==> config.mk <==
export PLATFORM = sky130hd
export DESIGN_NAME = counter
export DESIGN_NICKNAME = d
export VERILOG_FILES = /design/src/rtl/counter_pkg.sv /design/src/rtl/counter_next.sv /design/src/rtl/counter.sv
export SDC_FILE = /design/constraint.sdc
export NUM_CORES = 1
export LEC_CHECK = 0
export ABC_AREA = 0
export BUFFER_PORTS_ARGS = -buffer_cell sky130_fd_sc_hd__buf_2
export CORE_AREA = 2 2 39 41
export CTS_BUF_LIST = sky130_fd_sc_hd__clkbuf_4 sky130_fd_sc_hd__clkbuf_8 sky130_fd_sc_hd__clkbuf_16
export DETAILED_ROUTE_END_ITERATION = 8
export DIE_AREA = 0 0 41 43
export HOLD_SLACK_MARGIN = 0.08
export SYNTH_ARGS = -nofsm -noshare
export SYNTH_HDL_FRONTEND = slang
export SYNTH_SLANG_ARGS = --single-unit
export TNS_END_PERCENT = 20
==> constraint.sdc <==
create_clock -name clk -period 1.08 [get_ports clk]
set_clock_uncertainty 0.05 [all_clocks]
set_input_delay 0.27 -clock clk [delete_from_list [all_inputs] [get_ports clk]]
set_output_delay 0.27 -clock clk [all_outputs]
set_load 0.05 [all_outputs]
==> src/rtl/counter_pkg.sv <==
// Shared width default, count type and parameter sanity helpers for the
// free-running counter and its next-value logic.
package counter_pkg;

    localparam int COUNTER_WIDTH_DEFAULT = 4;

    typedef logic [COUNTER_WIDTH_DEFAULT-1:0] count_t;

    // True when the terminal value fits in the counter width
    function automatic bit max_fits(input int width, input longint max_count);
        return (max_count >= 64'sd0) && (max_count < (64'sd1 <<< width));
    endfunction

    // True when the step is at least one and never skips a whole lap
    function automatic bit step_ok(input longint step, input longint max_count);
        return (step >= 64'sd1) && (step <= max_count);
    endfunction

    // True when the reset value lies inside the counting range
    function automatic bit reset_ok(input longint reset_value, input longint max_count);
        return (reset_value >= 64'sd0) && (reset_value <= max_count);
    endfunction

endpackage

==> src/rtl/counter_next.sv <==
// Combinational next-value logic: c+STEP, folded back into 0..MAX_COUNT when
// it passes the terminal value. The add is one bit wider than the count.
module counter_next
    import counter_pkg::*;
#(
    parameter int WIDTH     = COUNTER_WIDTH_DEFAULT,
    parameter int MAX_COUNT = 2**WIDTH - 1,
    parameter int STEP      = 1
) (
    input  logic [WIDTH-1:0] i_count,
    output logic [WIDTH-1:0] o_next
);

    // MAX_COUNT+1 can equal 2**WIDTH, so the modulus needs the extra bit too
    localparam logic [WIDTH:0] MAX_EXT  = (WIDTH+1)'(MAX_COUNT);
    localparam logic [WIDTH:0] STEP_EXT = (WIDTH+1)'(STEP);
    localparam logic [WIDTH:0] MOD_EXT  = (WIDTH+1)'(MAX_COUNT + 1);

    logic [WIDTH:0] w_sum;
    logic [WIDTH:0] w_wrapped;

    // Widened add followed by a single conditional subtract for the wrap
    always_comb begin
        w_sum = {1'b0, i_count} + STEP_EXT;
        if (w_sum > MAX_EXT) begin
            w_wrapped = w_sum - MOD_EXT;
        end else begin
            w_wrapped = w_sum;
        end
        o_next = w_wrapped[WIDTH-1:0];
    end

endmodule

==> src/rtl/counter.sv <==
// Free-running up-counter with synchronous active-high reset; count comes
// straight from the state register, so there is no path from reset to count.
module counter
    import counter_pkg::*;
#(
    parameter int WIDTH       = COUNTER_WIDTH_DEFAULT,
    parameter int MAX_COUNT   = 2**WIDTH - 1,
    parameter int RESET_VALUE = 0,
    parameter int STEP        = 1
) (
    input  logic             clk,
    input  logic             reset,
    output logic [WIDTH-1:0] count
);

    localparam logic [WIDTH-1:0] RESET_VEC = WIDTH'(RESET_VALUE);

    logic [WIDTH-1:0] r_count;
    logic [WIDTH-1:0] w_next;

    // Illegal configurations stop elaboration rather than producing a counter
    // that silently skips or overflows
    if (!max_fits(WIDTH, longint'(MAX_COUNT))) begin : g_bad_max
        $error("counter: MAX_COUNT must be below 2**WIDTH");
    end
    if (!reset_ok(longint'(RESET_VALUE), longint'(MAX_COUNT))) begin : g_bad_reset
        $error("counter: RESET_VALUE must not exceed MAX_COUNT");
    end
    if (!step_ok(longint'(STEP), longint'(MAX_COUNT))) begin : g_bad_step
        $error("counter: STEP must be in 1..MAX_COUNT");
    end

    counter_next #(
        .WIDTH     (WIDTH),
        .MAX_COUNT (MAX_COUNT),
        .STEP      (STEP)
    ) u_next (
        .i_count (r_count),
        .o_next  (w_next)
    );

    // State register; reset takes priority over counting
    always_ff @(posedge clk) begin
        if (reset) begin
            r_count <= RESET_VEC;
        end else begin
            r_count <= w_next;
        end
    end

    assign count = r_count;

endmodule

* Word level (Yosys, flattened, before mapping)
Index checks and enable logic that the tools add are counted.
** Word-level totals
- Register bits after elaboration :: 4
- Bits of input ports :: 2
- Output and inout port bits :: 4
- Logic and storage cells :: 5
** Cells by class
- Add/subtract/negate cells :: 2
- Order comparisons :: 1
- Mux-type cells :: 1
** Operators with widths (count)
- adder 4 x 1 -> 5 bit (second input constant) :: 1
- greater-than comparator 5 x 4 -> 1 bit (second input constant) :: 1
- 2-to-1 mux 4 bit :: 1
- subtractor 4 x 1 -> 4 bit (second input constant) :: 1

* Depth between registers and ports, before layout
- Word-level depth :: 3
- Gate-level depth with buffers :: 3
- Depth with buffers taken out :: 3

* Cells and area by module
A second synthesis with hierarchy kept.
** Unflattened totals
- Cell total of the unflattened synthesis :: 13
- Area, all modules :: 143.9 um^2
** Modules (own cells, without submodules)
- counter :: instances 1, cells each 8, area an instance 105.1 um^2, sequential area each 80.1 um^2
- counter_next :: instances 1, cells each 5, area an instance 38.8 um^2, sequential area each 0.0 um^2

* Least setup slack after synthesis
OpenSTA, ideal clock, no wires.
- Path type :: flip-flop to flip-flop
- Start :: register r_count[0] (netlist: count[0])
- End :: register r_count[3] (netlist: count[3])
- Setup time :: 0.121 ns
- Arrival time :: 1.104 ns
- Required time :: 0.909 ns
- Slack :: -0.195 ns
- Cell stages (with the launch flop) :: 3
- Path buffers :: 0
- Period minus slack after synthesis :: 1.275 ns
- Cells stage by stage :: dfxtp_1 nand3_2 mux2_4
** Between the ends
- Word-level cells in the longest chain between the ends :: 3
- Elaborated cells on any way between the ends :: 4
** RTL lines
- from (decl) :: RTL line counter.sv:18 : logic [WIDTH-1:0] r_count;
- from (signal assigned) :: RTL line counter.sv:47 : r_count <= w_next;
- adder 4 x 1 -> 5 bit * :: RTL line counter_next.sv:24 : w_sum = {1'b0, i_count} + STEP_EXT;
- subtractor 4 x 1 -> 4 bit / greater-than comparator 5 x 4 -> 1 bit (equally long branches) :: RTL line counter_next.sv:26, counter_next.sv:25
- 2-to-1 mux 4 bit * :: RTL line counter_next.sv:25 : if (w_sum > MAX_EXT) begin
Every way passes the cells marked *; elsewhere a longest branch is shown, timed or not.
A chain may end at the register's enable or synchronous reset.

* Final worst setup path
- Start :: register r_count[2] (netlist: count[2])
- End :: output port count[2]
** RTL lines
- to (decl) :: RTL line counter.sv:13 : output logic [WIDTH-1:0] count
No word-level cell between the ends.

==> impl_metrics.tcl <==
set metrics [dict create \
    yosys_warnings 0 \
    clk_latency_ps 230 \
    num_vias 118 \
    ios 6 \
    min_to "count[0]" \
    whs_ps 199 \
    worst_slack_ps 24.8 \
    fill_cells 152 \
    tns_ps 0 \
    start_kind "flop" \
    fmax_mhz 948 \
    fp.dieW_um 41 \
    root_buffer "clkbuf_4" \
    grt_max_degree 6 \
    track_usage_pct 5.32 \
    fin_cells 37 \
    antenna_left 0 \
    ff2ff_path_depth 2 \
    p_seq_share_pct 39.6 \
    hp-class "input port to flop" \
    grt_pass1_vias 133 \
    hold_viol 0 \
    synth_top_area_share_pct 53.3 \
    antenna_cells 0 \
    syn_area_um2 150 \
    status "finished clean" \
    tightest_slew_ps 126 \
    firstDrtPassIters 2 \
    holdCritStartpoint "reset" \
    ys_seq_area_share_pct 53.3 \
    remaining_drc_errors 0 \
    grt_setup_unrepaired "true" \
    die_area_mm2 0.00176 \
    ctsResizeCount 10 \
    maxCapViolCount 0 \
    synthToLayoutAreaGrowth_pct 77.5 \
    combinationalPowerShare_pct 18.6 \
    irDropWorstVdd_mv 0.567 \
    tritoncts "yes" \
    required_ps 760 \
    cts_buffers 3 \
    grt_pass1_wl_um 510 \
    syn_inst 13 \
    path_class "flop to output pin" \
    power_density_mw_per_mm2 1620 \
    drive_gt1_share_pct 66.7 \
    drv_slew 0 \
    antenna_found_initial 0 \
    ys_seq_elements 4 \
    clock_sinks 4 \
    htreeDepth 1 \
    multi_input_area_um2 70.1 \
    endpoint_kind "output pin" \
    gp_congestion 0.563 \
    viasPerCell 3.19 \
    worst_ep_arrival_time_ps 740 \
    std_cell_rows 14 \
    avgSynthCellArea_um2 11.5 \
    slowest_stage "dfxtp_4" \
    cp.buffers_inverters 1 \
    swShare_pct 26.4 \
    switching_power_mw 0.114 \
    core_area_mm2 0.00138 \
    relSlewSlack_pct 91.5 \
    yosys.cell_types.count 7 \
    hold_depth 2 \
    syn-num-nets 16 \
    reg2reg_setup_slack_ps 160 \
    final_net_count 26 \
    rr_endpoint "count[1]" \
    clk_pin_slew_ps 40 \
    cpLargestDelayFamily "flip-flops" \
    finalSetupViolCount 0 \
    postCtsHoldBufs 0 \
    worstPathCellList "buf_8" \
    finalCriticalPeriod_ps 1060 \
    routed_wl_um 283 \
    pre_cts_ws_ps 157 \
    period_share_pct 97.7 \
    path_max_fanout 3 \
    postCtsSetupRepairBufs 0 \
    yosysTopAreaCell "dfxtp_1" \
    dp_cells 34 \
    largest_reg_flops 4 \
    wire_per_inst_um 7.65 \
    leakagePower_nw 0.112 \
    overflow 0 \
    cts_buffer_depth 2 \
    ys_top_cells_by_area "dfxtp_1, mux2_4, ha_1" \
    die_y_um 43 \
    clkPwrFrac_pct 41.8 \
    internal_power_mw 0.317 \
    io_buffers 5 \
    initial_core_util_pct 10.8 \
    r2r_start "count[0]" \
    drt_iter0_markers 3 \
    regArea_um2 92.6 \
    slowest_delay_ps 360 \
]
-- how the worst max path moves through the flow --
| stage | end | slack (ps) | depth (start not counted) | start |
|---|---|---|---|---|
| after floorplan | count[3] | -70 | 2 | count[3] |
| after CTS | count[2] | 0.9 | 1 | count[2] |
| final | count[2] | 20 | 1 | count[2] |
| after detailed placement | count[0] | 160 | 1 | count[0] |
| after global routing | count[2] | -7 | 1 | count[2] |
| after global placement | count[0] | 160 | 1 | count[0] |
-- stage by stage --
| stage | power (mW) | cell area [um2] | util [%] |
|---|---|---|---|
| floorplan | 0.217 | 154 | - |
| CTS | 0.439 | 251 | 18.2 |
| global placement | 0.233 | 199 | 14.4 |
| detailed placement | 0.234 | 199 | 14.4 |
| finish | 0.431 | 267 | 19.3 |
| global route | 0.460 | 267 | 19.3 |
-- cell usage in the layout (no fill, tap or decap), drive strengths merged --
master	count
clkbuf	3
nor2b	2
ha	1
dfxtp	4
nor2	3
buf	5
nand3	1
xnor2	1
mux2	1
-- cell type report --
| class | count | share of cell area (%) |
|---|---|---|
| repair buffers | 5 | 23.0 |
| multi-input cells | 9 | 26.3 |
| clock buffers | 3 | 8.45 |
| flip-flops and latches | 4 | 34.7 |
| well taps | 16 | 7.51 |
-- synthesized netlist by cell type (all sizes together) --
cell type / count
ha: 1
nor2: 3
nand3: 1
nor2b: 2
mux2: 1
xnor2: 1
dfxtp: 4
-- logic make-up (layout without fill, tap and decap cells) --
group / Yosys count / after routing / share of synthesized area [%]
flops: 4 / 4 / 53.3
fa+ha+maj: 1 / 1 / 8.33
simple gates: 6 / 6 / 22.5
xor+xnor: 1 / 1 / 5.83
mux: 1 / 1 / 10.0
buf+inv: 0 / 8 / 0
-- metal layers --
layer,up-vias,track usage [%],part of all wire (%)
met1,53,5.13,37
met5,-,0,0
met2,6,5.00,48
met3,0,7.85,15
li1,59,-,-
met4,0,4.00,0
-- power groups by stage --
stage	logic, mW	registers, mW	clock network (mW)
after floorplan	0.0129	0.205	0
after global placement	0.0617	0.172	0
after detailed placement	0.0625	0.172	0
after CTS	0.0761	0.173	0.190
after global routing	0.0848	0.173	0.203
final	0.0800	0.171	0.180
(Power assumes the default switching activity.)
